## src/rtl/tamagotchi_status_display.sv

```systemverilog
// Drives a 4-digit multiplexed active-low 7-segment display from the pet FSM codes:
// stat letter, face glyph and a blinking two-digit level, re-latched once per scan frame.
module tamagotchi_status_display #(
    parameter int SCAN_DIV    = 50000,
    parameter int BLINK_DIV   = 12500000,
    parameter int BLINK_LEVEL = 2
) (
    input  logic       clk,
    input  logic       reset,
    input  logic [3:0] display_out,
    input  logic [1:0] display_out2,
    input  logic [3:0] nivel,
    output logic [6:0] seg_display,
    output logic [3:0] an
);

    localparam int SCAN_W  = $clog2(SCAN_DIV);
    localparam int BLINK_W = $clog2(BLINK_DIV);
    localparam logic [SCAN_W-1:0]  SCAN_LAST  = SCAN_W'(SCAN_DIV - 1);
    localparam logic [BLINK_W-1:0] BLINK_LAST = BLINK_W'(BLINK_DIV - 1);
    // Out-of-range levels (11..15) must never blink, so the threshold is capped at 10.
    localparam logic [3:0] BLINK_MAX = (BLINK_LEVEL > 10) ? 4'd10 : 4'(BLINK_LEVEL);

    localparam logic [6:0] GLYPH_BLANK = 7'b1111111;
    localparam logic [6:0] GLYPH_DASH  = 7'b0111111;
    localparam logic [6:0] GLYPH_S     = 7'b0010010;
    localparam logic [6:0] GLYPH_E     = 7'b0000110;
    localparam logic [6:0] GLYPH_H     = 7'b0001001;
    localparam logic [6:0] GLYPH_D     = 7'b0100001;
    localparam logic [6:0] GLYPH_U     = 7'b1000001;
    localparam logic [6:0] GLYPH_N     = 7'b0101011;
    localparam logic [6:0] GLYPH_Z     = 7'b0100100;
    localparam logic [6:0] GLYPH_ONE   = 7'b1111001;
    localparam logic [6:0] GLYPH_ZERO  = 7'b1000000;

    function automatic logic [6:0] digit_glyph(input logic [3:0] value);
        logic [6:0] g;
        case (value)
            4'd0:    g = 7'b1000000;
            4'd1:    g = 7'b1111001;
            4'd2:    g = 7'b0100100;
            4'd3:    g = 7'b0110000;
            4'd4:    g = 7'b0011001;
            4'd5:    g = 7'b0010010;
            4'd6:    g = 7'b0000010;
            4'd7:    g = 7'b1111000;
            4'd8:    g = 7'b0000000;
            4'd9:    g = 7'b0010000;
            default: g = GLYPH_BLANK;
        endcase
        return g;
    endfunction

    logic [SCAN_W-1:0]  scan_cnt;
    logic [1:0]         digit;
    logic [BLINK_W-1:0] blink_cnt;
    logic               blink_phase;
    logic [1:0]         lat_stat;
    logic               lat_happy;
    logic               lat_neutral;
    logic               lat_sleep;
    logic [3:0]         lat_level;

    logic       scan_wrap;
    logic       blink_wrap;
    logic       frame_end;
    logic       level_hidden;
    logic [6:0] glyph;
    logic [6:0] seg_next;
    logic [3:0] an_next;

    always_comb begin
        scan_wrap    = (scan_cnt == SCAN_LAST);
        blink_wrap   = (blink_cnt == BLINK_LAST);
        frame_end    = scan_wrap && (digit == 2'd3);
        level_hidden = blink_phase && !lat_sleep && (lat_level <= BLINK_MAX);
        glyph        = GLYPH_BLANK;

        case (digit)
            2'd3: begin
                case (lat_stat)
                    2'b00:   glyph = GLYPH_S;
                    2'b01:   glyph = GLYPH_E;
                    2'b10:   glyph = GLYPH_H;
                    default: glyph = GLYPH_D;
                endcase
            end
            2'd2: begin
                if (lat_sleep)        glyph = GLYPH_Z;
                else if (lat_neutral) glyph = GLYPH_DASH;
                else if (lat_happy)   glyph = GLYPH_U;
                else                  glyph = GLYPH_N;
            end
            2'd1: begin
                if (lat_level > 4'd10)       glyph = GLYPH_DASH;
                else if (lat_level == 4'd10) glyph = GLYPH_ONE;
                else                         glyph = GLYPH_BLANK;
            end
            default: begin
                if (lat_level > 4'd10)       glyph = GLYPH_DASH;
                else if (lat_level == 4'd10) glyph = GLYPH_ZERO;
                else                         glyph = digit_glyph(lat_level);
            end
        endcase

        if (!digit[1] && level_hidden) glyph = GLYPH_BLANK;

        // The first clock of every slot is blanked so the previous digit cannot ghost.
        an_next  = ~(4'b0001 << digit);
        seg_next = glyph;
        if (scan_cnt == '0) begin
            an_next  = 4'b1111;
            seg_next = GLYPH_BLANK;
        end
    end

    always_ff @(posedge clk or posedge reset) begin
        if (reset) begin
            scan_cnt <= '0;
            digit    <= 2'd0;
        end else if (scan_wrap) begin
            scan_cnt <= '0;
            digit    <= digit + 2'd1;
        end else begin
            scan_cnt <= scan_cnt + 1'b1;
        end
    end

    always_ff @(posedge clk or posedge reset) begin
        if (reset) begin
            blink_cnt   <= '0;
            blink_phase <= 1'b0;
        end else if (blink_wrap) begin
            blink_cnt   <= '0;
            blink_phase <= ~blink_phase;
        end else begin
            blink_cnt <= blink_cnt + 1'b1;
        end
    end

    // Inputs are captured only at the frame boundary so a frame never mixes old and new values.
    always_ff @(posedge clk or posedge reset) begin
        if (reset) begin
            lat_stat    <= 2'b00;
            lat_happy   <= 1'b0;
            lat_neutral <= 1'b1;
            lat_sleep   <= 1'b0;
            lat_level   <= 4'd0;
        end else if (frame_end) begin
            lat_stat    <= display_out[1:0];
            lat_happy   <= display_out[2];
            lat_neutral <= display_out[3];
            lat_sleep   <= (display_out2 == 2'b01);
            lat_level   <= nivel;
        end
    end

    always_ff @(posedge clk or posedge reset) begin
        if (reset) begin
            an          <= 4'b1111;
            seg_display <= GLYPH_BLANK;
        end else begin
            an          <= an_next;
            seg_display <= seg_next;
        end
    end

endmodule

```

## config.mk

```make
export PLATFORM = sky130hd
export DESIGN_NAME = tamagotchi_status_display
export DESIGN_NICKNAME = d
export VERILOG_FILES = /design/src/rtl/tamagotchi_status_display.sv
export SDC_FILE = /design/constraint.sdc
export NUM_CORES = 1
export LEC_CHECK = 0
export ABC_AREA = 1
export ABC_CLOCK_PERIOD_IN_PS = 3060
export CORE_MARGIN = 3
export CORE_UTILIZATION = 48
export CTS_CLUSTER_SIZE = 10
export DETAILED_ROUTE_END_ITERATION = 8
export PLACE_DENSITY_LB_ADDON = 0.12
export SLEW_MARGIN = 20
export SYNTH_ARGS = -nofsm -noshare
export SYNTH_HDL_FRONTEND = slang
export SYNTH_SLANG_ARGS = --single-unit
```

## constraint.sdc

```tcl
create_clock -name clk -period 3.06 [get_ports clk]
set_input_delay 0.765 -clock clk [delete_from_list [all_inputs] [get_ports clk]]
set_output_delay 0.765 -clock clk [all_outputs]
set_load 0.005 [all_outputs]
```

# [After elaboration in Yosys (flattened, before gate mapping)]
# Memories as Yosys holds them, arrays and structs flattened.
# Index checks and enable logic that the tools add are counted.
[totals] latch_bits=0 reg_bits=63 mem_bits_ro=112 n_memories=1 mem_bits_rw=0 word_cells=51 in_bits=12
[op_classes] add_sub_neg=3 div_mod_pow=0 mux=14 n_eq_ne=9 multipliers=0 reduce_logical=8 shifts=1 order_cmp=2 n_bitwise=2
[memory_table] name="(no name shown)" depth=16 width=7 read_ports=1 rd_clocked_by_memory_dff=0 write_ports=0 line="38" rtl="case (value)"
[ops] operator="$mux W7" count=8
[ops] operator="$add A24 B1 Y24 const B" count=1
[ops] operator="$eq A24 B24 Y1 const B" count=1
[ops] operator="$mux W24" count=1
[ops] operator="$pmux W7 S3" count=1
[ops] operator="$pmux W6 S3" count=1
[ops] operator="$add A16 B1 Y16 const B" count=1
[ops] operator="$eq A16 B16 Y1 const B" count=1
[ops] operator="$logic_not A16 Y1" count=1
[ops] operator="$mux W16" count=1
[ops] operator="$eq A2 B1 Y1 const B" count=3
[ops] operator="$eq A2 B2 Y1 const B" count=3
[ops] operator="$eq A4 B4 Y1 const B" count=1
[ops] operator="$gt A4 B4 Y1 const B" count=1
[ops] operator="$le A4 B2 Y1 const B" count=1
[ops] operator="$logic_and A1 B1 Y1" count=4
[ops] operator="$mux W4" count=1
[ops] operator="$not A4 Y4" count=1
[ops] operator="$shl A1 B2 Y4 const A" count=1
[ops] operator="$mux W3" count=1
[ops] operator="$add A2 B1 Y2 const B" count=1
[ops] operator="$logic_not A1 Y1" count=2
[ops] operator="$logic_not A2 Y1" count=1
[ops] operator="$not A1 Y1" count=1

# [Longest topological paths before layout]
# Gate-level depths: netlist of run 1.
[logic_depth] ltp_word=6 depth_mapped=10 mapped_depth_nobuf=9

# [Least setup slack after synthesis of run 1]
# No wires, ideal clock.
[synth_timing] path_kind="register -> register" start="register blink_cnt[0]" end="register blink_cnt[18]" path_buffers=1 path_stages_with_launch=8 setup_time_ps=117 arrival_ps=1377 t_required_ps=2943 path_slack_ps=1565 cell_sequence="dfrtp_1 -> ha_1 -> nand2_2 -> nor2_4 -> nand4_2 -> nor3_2 -> buf_4 -> nor2_1"
[synth_via] elab_chain_len=2
[synth_lines] item="from (decl)" line="56" rtl="logic [BLINK_W-1:0] blink_cnt;"
[synth_lines] item="from (signal assigned)" line="137" rtl="blink_cnt <= blink_cnt + 1'b1;"
[synth_lines] item="$add A24 B1 Y24 or $eq A24 B24 Y1 (tied branches)" line="137, 74"
[synth_lines] item="$mux W24 *" line="133" rtl="end else if (blink_wrap) begin"
# Every way passes the cells marked *; elsewhere a longest branch is shown, timed or not.
# A chain may end at the register's enable or synchronous reset.

# [Worst setup path after layout of run 1]
[layout_timing] start="register seg_display[2]" end="output port seg_display[2]"
[layout_rtl] item="from (decl)" line="13" rtl="output logic [6:0] seg_display,"
[layout_rtl] item="from (signal assigned)" line="164" rtl="seg_display <= seg_next;"
# No word-level cell between the ends.

==> flow_metrics.env, run 1 <==
export IMPL_status="complete, no violations"
export IMPL_syn2layout_area_growth_pct=15.0
export IMPL_cts_path_max_buffers=2
export IMPL_dr_total_vias=3088
export IMPL_end_kind="primary output"
export IMPL_holdPathStages=1
export IMPL_cap_violations=0
export IMPL_max_stage_delay_ns=0.53
export IMPL_dp_cells=609
export IMPL_async_reset_ff_share_pct=100
export IMPL_rr_endpoint="blink_cnt[21]"
export IMPL_peakVddDrop_uv=302
export IMPL_std_cell_rows=31
export IMPL_antenna_found_initial=0
export IMPL_fin_crit_sh_pct=69.6
export IMPL_fin_skew_ns=0.00634
export IMPL_fin_nets=546
export IMPL_avgViaCountPerCell=4.94
export IMPL_grt_max_degree=64
export IMPL_worst_slew_margin_rel_pct=51.0
export IMPL_cts_resized=0
export IMPL_worstPathCellList="clkdlybuf4s50_1"
export IMPL_setup_viol=0
export IMPL_dp_slack_ns=1.15
export IMPL_first_iter_violations=271
export IMPL_htree_levels=3
export IMPL_total_power_w=0.00167
export IMPL_first_pass_iters=4
export IMPL_wl_met2_mm=3.34
export IMPL_globalplace_congestion=0.901
export IMPL_worst_setup_path_type="reg2out"
export IMPL_routed_wl_mm=7.78
export IMPL_cp_arrival_ns=1.36
export IMPL_grt_first_pass_wirelength_mm=13.5
export IMPL_ios=23
export IMPL_worstSetupStartpointType="flop"
export IMPL_m1WireLength_mm=3.98
export IMPL_setup_slack_ns=0.931
export IMPL_wl_met3_um=383
export IMPL_synthCells=492
export IMPL_fin_cells=625
export IMPL_clock_fmax_mhz=470
export IMPL_remaining_drc_errors=0
export IMPL_worstPathRequired_ns=2.29
export IMPL_ys_ff_latch=63
export IMPL_pwr_density_cell_nw_per_um2=398
export IMPL_die_area_um2=8720
export IMPL_synth_most_common_cell="nand2_1"
export IMPL_grt_pass1_vias=2850
export IMPL_cts_buffers=9
export IMPL_yosysSeqAreaShare_pct=43.4
export IMPL_core_area_um2=7330
export IMPL_track_usage_pct=19.6
export IMPL_timing_rr_start="blink_cnt[0]"
export IMPL_clkSlewWorstSetupHoldPaths_ns=0.07
export IMPL_crit_family="flip-flops"
export IMPL_rr_worst_depth=6
export IMPL_n_antenna_cell=0
export IMPL_worstHoldPathType="reg2reg"
export IMPL_cts_setup_buffers=0
export IMPL_yosysTopAreaCellShare_pct=34.8
export IMPL_hpwl_mm=5.85
export IMPL_maxUsedRoutingLayer="met4"
export IMPL_yosys_cell_types_count=33
export IMPL_root_buffer="clkbuf_8"
export IMPL_routedWlPerCell_um=12.4
export IMPL_tns_ns=0
export IMPL_crit_slowest_cell="dfstp_2"
export IMPL_ys_warnings_count=0
export IMPL_cts_tree="done"
export IMPL_hp_start="scan_cnt[0]"
export IMPL_synth_ff_type="dfrtp_1"
export IMPL_synth_net_count=517
export IMPL_yosysTopAreaCell="dfrtp_1"
export IMPL_synth_edff_count=0
export IMPL_n_fill_cell=692
export IMPL_r2r_slack_ns=1.12
export IMPL_hold_violations=0
export IMPL_start_util_pct=50.0
export IMPL_cts_sinks=63
export IMPL_synth_common_cells="nand2_1, nor2_1, inv_1, dfrtp_1, nand3_1"
export IMPL_cp_num_buf_inv=1
export IMPL_clock_latency_ns=0.34
export IMPL_whs_endpoint="scan_cnt[0]"
export IMPL_die_height_um=93.4
export IMPL_grt_remaining_overflow=0
export IMPL_syn_avg_cell_area_um2=7.45
export IMPL_drtAntennaViolNets=0
export IMPL_min_period_ns=2.13
export IMPL_drv_slew=0
export IMPL_cp_max_fo=1
export IMPL_hold_buffers=0
export IMPL_worst_slew_pin_slew_ns=0.731
export IMPL_p_leak_nw=2.00
export IMPL_drive_gt1_share_pct=9.13
export IMPL_synthTopCellsByArea="dfrtp_1, nand2_1, nor2_1, dfstp_2, inv_1"
export IMPL_grt_setup_unrepaired="false"
export IMPL_die_w_um=93.4
export IMPL_portBuffers=22
export IMPL_synth_area_um2=3660
[stage by stage]
stage          cell area (um^2)  utilization [%]  hold slack (ns)
2_1_floorplan              3660                -            0.451
3_3_place_gp               3990             54.5            0.474
3_5_place_dp               3990             54.5            0.488
4_1_cts                    4210             57.5            0.501
5_1_grt                    4210             57.5            0.531
6_report                   4210             57.5            0.501
[state kept, by name (all words and copies together), names as in the netlist]
signal       flops
an               4
blink_phase      1
lat_happy        1
blink_cnt       24
lat_level        4
lat_neutral      1
scan_cnt        16
seg_display      7
lat_stat         2
digit            2
lat_sleep        1
[layout by cell type (no fill, tap or decap)]
cell type,synthesis,routed
a21oi_1,7,7
inv_6,0,1
nand3_2,1,1
nor2_1,85,85
nor2_2,3,3
xor2_1,15,15
nor3_2,1,1
a22oi_1,1,1
dfrtp_1,51,51
nor2_8,1,1
nand4_2,1,1
a21boi_0,1,1
nand2_2,2,2
clkdlybuf4s50_1,0,22
clkinv_2,0,1
nand4_1,9,9
nand2_1,127,127
inv_2,5,6
a31oi_1,1,1
nor2_4,3,3
clkbuf_8,0,9
nor4_1,1,1
nand3b_1,2,2
o21ai_1,9,9
inv_1,63,62
nand2_4,1,1
nand3_1,33,33
nor3b_1,1,1
bufinv_16,0,2
o211ai_1,1,1
dfstp_2,12,12
clkinvlp_4,0,3
nor3_1,12,12
o21ai_0,20,20
ha_1,13,13
xnor2_1,5,5
buf_12,0,1
[routing by layer]
layer  global-route usage [%]  up-vias
li1                         -     1594
met1                     28.9     1418
met2                     28.7       68
met3                     5.87        8
met4                     3.66        0
met5                        0        -
[report_power, final]
part           leakage, nW  total [W]  internal, W  switching [W]
clock                0.102   0.000809     0.000459       0.000349
sequential           0.768   0.000833     0.000833              0
combinational         1.13  0.0000330    0.0000150      0.0000180
[final cells by class]
cell class,instances,area (um^2),area share [%]
clock inverters,7,96.3,2.29
repair buffers,23,240,5.70
flip-flops and latches,63,1590,37.8
inverters,68,255,6.06
well taps,99,124,2.94
clock buffers,9,124,2.94
multi-input cells,356,1780,42.3
[worst max path at each step]
stage / start / end / cells after the start
2_1_floorplan: reset / blink_cnt[0] / 1
3_3_place_gp: blink_cnt[0] / blink_cnt[21] / 6
3_5_place_dp: blink_cnt[0] / blink_cnt[20] / 6
4_1_cts: seg_display[2] / seg_display[2] / 1
5_1_grt: seg_display[2] / seg_display[2] / 1
6_report: seg_display[2] / seg_display[2] / 1
[cell families after synthesis]
family	count (synthesis)	synth area share (%)
simple gates	283	33.7
buf+inv	73	7.95
flops	63	43.4
compound gates	40	5.70
xor+xnor	20	4.78
fa+ha+maj	13	4.44
No activity file was read; power rests on OpenSTA's default activity.
==> inputs of run 2 (changes only) <==
--- a/config.mk
+++ b/config.mk
@@ -6,7 +6,7 @@
 export NUM_CORES = 1
 export LEC_CHECK = 0
 export ABC_AREA = 1
-export ABC_CLOCK_PERIOD_IN_PS = 3060
+export ABC_CLOCK_PERIOD_IN_PS = 2100
 export CORE_MARGIN = 3
 export CORE_UTILIZATION = 48
 export CTS_CLUSTER_SIZE = 10
==> constraint.sdc (replaced) <==
create_clock -name clk -period 2.1 [get_ports clk]
set_input_delay 0.525 -clock clk [delete_from_list [all_inputs] [get_ports clk]]
set_output_delay 0.525 -clock clk [all_outputs]
set_load 0.005 [all_outputs]
==> run 2 against run 1 <==
Effect of this change: combinational power increased by 45%; critical endpoint is now seg_display[6]; register-to-register slack got worse by 0.81 ns; clock skew increased by 0.0037 ns; clock power increased by 73%; utilization increased by 0.77 points; via count increased by 2.4%; first-iteration DRC count decreased by 32%.
==> flow_metrics.env, run 2 (same netlist as run 1, synthesis figures left out) <==
export IMPL_antenna_found_initial=0
export IMPL_timing_rr_start="blink_cnt[0]"
export IMPL_cts_setup_buffers=0
export IMPL_grt_pass1_vias=2865
export IMPL_fin_nets=547
export IMPL_root_buffer="clkbuf_8"
export IMPL_crit_cells=1
export IMPL_cp_num_buf_inv=1
export IMPL_crit_family="flip-flops"
export IMPL_status="complete, no violations"
export IMPL_worstPathCellList="clkdlybuf4s50_1"
export IMPL_grt_max_degree=55
export IMPL_rr_worst_depth=7
export IMPL_crit_slowest_cell="dfstp_2"
export IMPL_hold_buffers=0
export IMPL_peakVddDrop_uv=290
export IMPL_wl_met3_um=471
export IMPL_clock_latency_ns=0.34
export IMPL_pwr_density_cell_nw_per_um2=624
export IMPL_hpwl_mm=5.99
export IMPL_wl_met2_mm=3.50
export IMPL_drv_slew=0
export IMPL_cts_buffers=9
export IMPL_routedWlPerCell_um=12.5
export IMPL_worstSetupStartpointType="flop"
export IMPL_dp_cells=610
export IMPL_cts_tree="done"
export IMPL_worst_setup_path_type="reg2out"
export IMPL_start_util_pct=50.0
export IMPL_seq_area_um2=1590
export IMPL_setup_viol=0
export IMPL_fin_crit_sh_pct=89.6
export IMPL_cp_max_fo=1
export IMPL_core_area_um2=7330
export IMPL_globalplace_congestion=0.891
export IMPL_p_leak_nw=2.03
export IMPL_n_antenna_cell=0
export IMPL_reg_top3="blink_cnt (24), scan_cnt (16), seg_display (7)"
export IMPL_hold_violations=0
export IMPL_track_usage_pct=19.6
export IMPL_dr_total_vias=3161
export IMPL_cts_resized=0
export IMPL_rr_endpoint="blink_cnt[11]"
export IMPL_fin_cells=626
export IMPL_largest_reg_flops=24
export IMPL_m1WireLength_mm=3.80
export IMPL_cts_sinks=63
export IMPL_portBuffers=22
export IMPL_syn2layout_area_growth_pct=16.5
export IMPL_r2r_slack_ns=0.31
export IMPL_grt_setup_unrepaired="false"
export IMPL_avgViaCountPerCell=5.05
export IMPL_remaining_drc_errors=0
export IMPL_final_common_cell="nand2_1"
export IMPL_cap_violations=0
export IMPL_die_area_um2=8720
export IMPL_clock_fmax_mhz=531
export IMPL_min_period_ns=1.88
export IMPL_fin_skew_ns=0.0100
export IMPL_grt_remaining_overflow=0
export IMPL_max_stage_delay_ns=0.53
export IMPL_clkSlewWorstSetupHoldPaths_ns=0.07
export IMPL_first_pass_iters=5
export IMPL_die_w_um=93.4
export IMPL_std_cell_rows=31
export IMPL_worst_slew_pin_slew_ns=0.510
export IMPL_maxUsedRoutingLayer="met4"
export IMPL_drtAntennaViolNets=0
export IMPL_worstHoldPathType="in2async"
export IMPL_worstPathRequired_ns=1.57
export IMPL_layout_common_cells="nand2_1, nor2_1, inv_1"
export IMPL_drive_gt1_share_pct=9.30
export IMPL_critPathLaunch="seg_display[6]"
export IMPL_cts_path_max_buffers=2
export IMPL_ios=23
export IMPL_htree_levels=3
export IMPL_largest_register="blink_cnt"
export IMPL_routed_wl_mm=7.82
export IMPL_n_fill_cell=677
export IMPL_tns_ns=0
export IMPL_first_iter_violations=185
export IMPL_worst_slew_margin_rel_pct=65.8
export IMPL_cp_arrival_ns=1.36
export IMPL_multiInputGateArea_um2=1780
export IMPL_crit_end="seg_display[6]"
export IMPL_die_height_um=93.4
export IMPL_end_kind="primary output"
export IMPL_grt_first_pass_wirelength_mm=13.4
## run 2: cell count changes in the layout (fill, tap and decap cells not counted), sizes merged
cell      change
clkinvlp      -2
bufinv        +2
buf           +1
inv           -1
clkinv        +1
## run 2: layer usage
layer / GRT usage, % / up-vias
met1: 28.1 / 1460
met4: 5.37 / 0
met5: 0 / -
li1: - / 1603
met2: 29.7 / 93
met3: 4.75 / 5
## run 2: worst min path at each step
| stage | startpoint | endpoint | slack (ns) | depth (start not counted) |
|---|---|---|---|---|
| after CTS | reset | scan_cnt[2] | 0.43 | 2 |
| after floorplan | scan_cnt[0] | scan_cnt[0] | 0.45 | 1 |
| after detailed placement | scan_cnt[0] | scan_cnt[0] | 0.50 | 1 |
| after global placement | scan_cnt[0] | scan_cnt[0] | 0.47 | 1 |
| final | reset | scan_cnt[2] | 0.44 | 2 |
| after global routing | reset | scan_cnt[2] | 0.43 | 2 |
## run 2: cell type report
| class | count | area share, % |
|---|---|---|
| Inverter | 68 | 5.98 |
| Timing Repair Buffer | 24 | 5.80 |
| Multi-Input combinational cell | 356 | 41.7 |
| Clock inverter | 7 | 3.40 |
| Clock buffer | 9 | 2.90 |
| Tap cell | 99 | 2.90 |
| Sequential cell | 63 | 37.3 |
## run 2: stage by stage
stage / instance area [um^2] / hold WS (ns) / setup WS (ns) / util (%) / total power [W]
after global placement: 4000 / 0.470 / 0.400 / 54.6 / 0.00129
after detailed placement: 4000 / 0.497 / 0.330 / 54.6 / 0.00129
after global routing: 4270 / 0.432 / 0.126 / 58.2 / 0.00275
after CTS: 4270 / 0.433 / 0.197 / 58.2 / 0.00270
after floorplan: 3660 / 0.451 / 0.0251 / - / 0.00125
final: 4270 / 0.435 / 0.218 / 58.2 / 0.00266
## run 2: where the power goes
part / total, W / switching (W) / internal [W]
Sequential: 0.00121 / 0 / 0.00121
Combinational: 0.0000478 / 0.0000260 / 0.0000219
Clock: 0.00140 / 0.000488 / 0.000912
Total: 0.00266 / 0.000514 / 0.00215
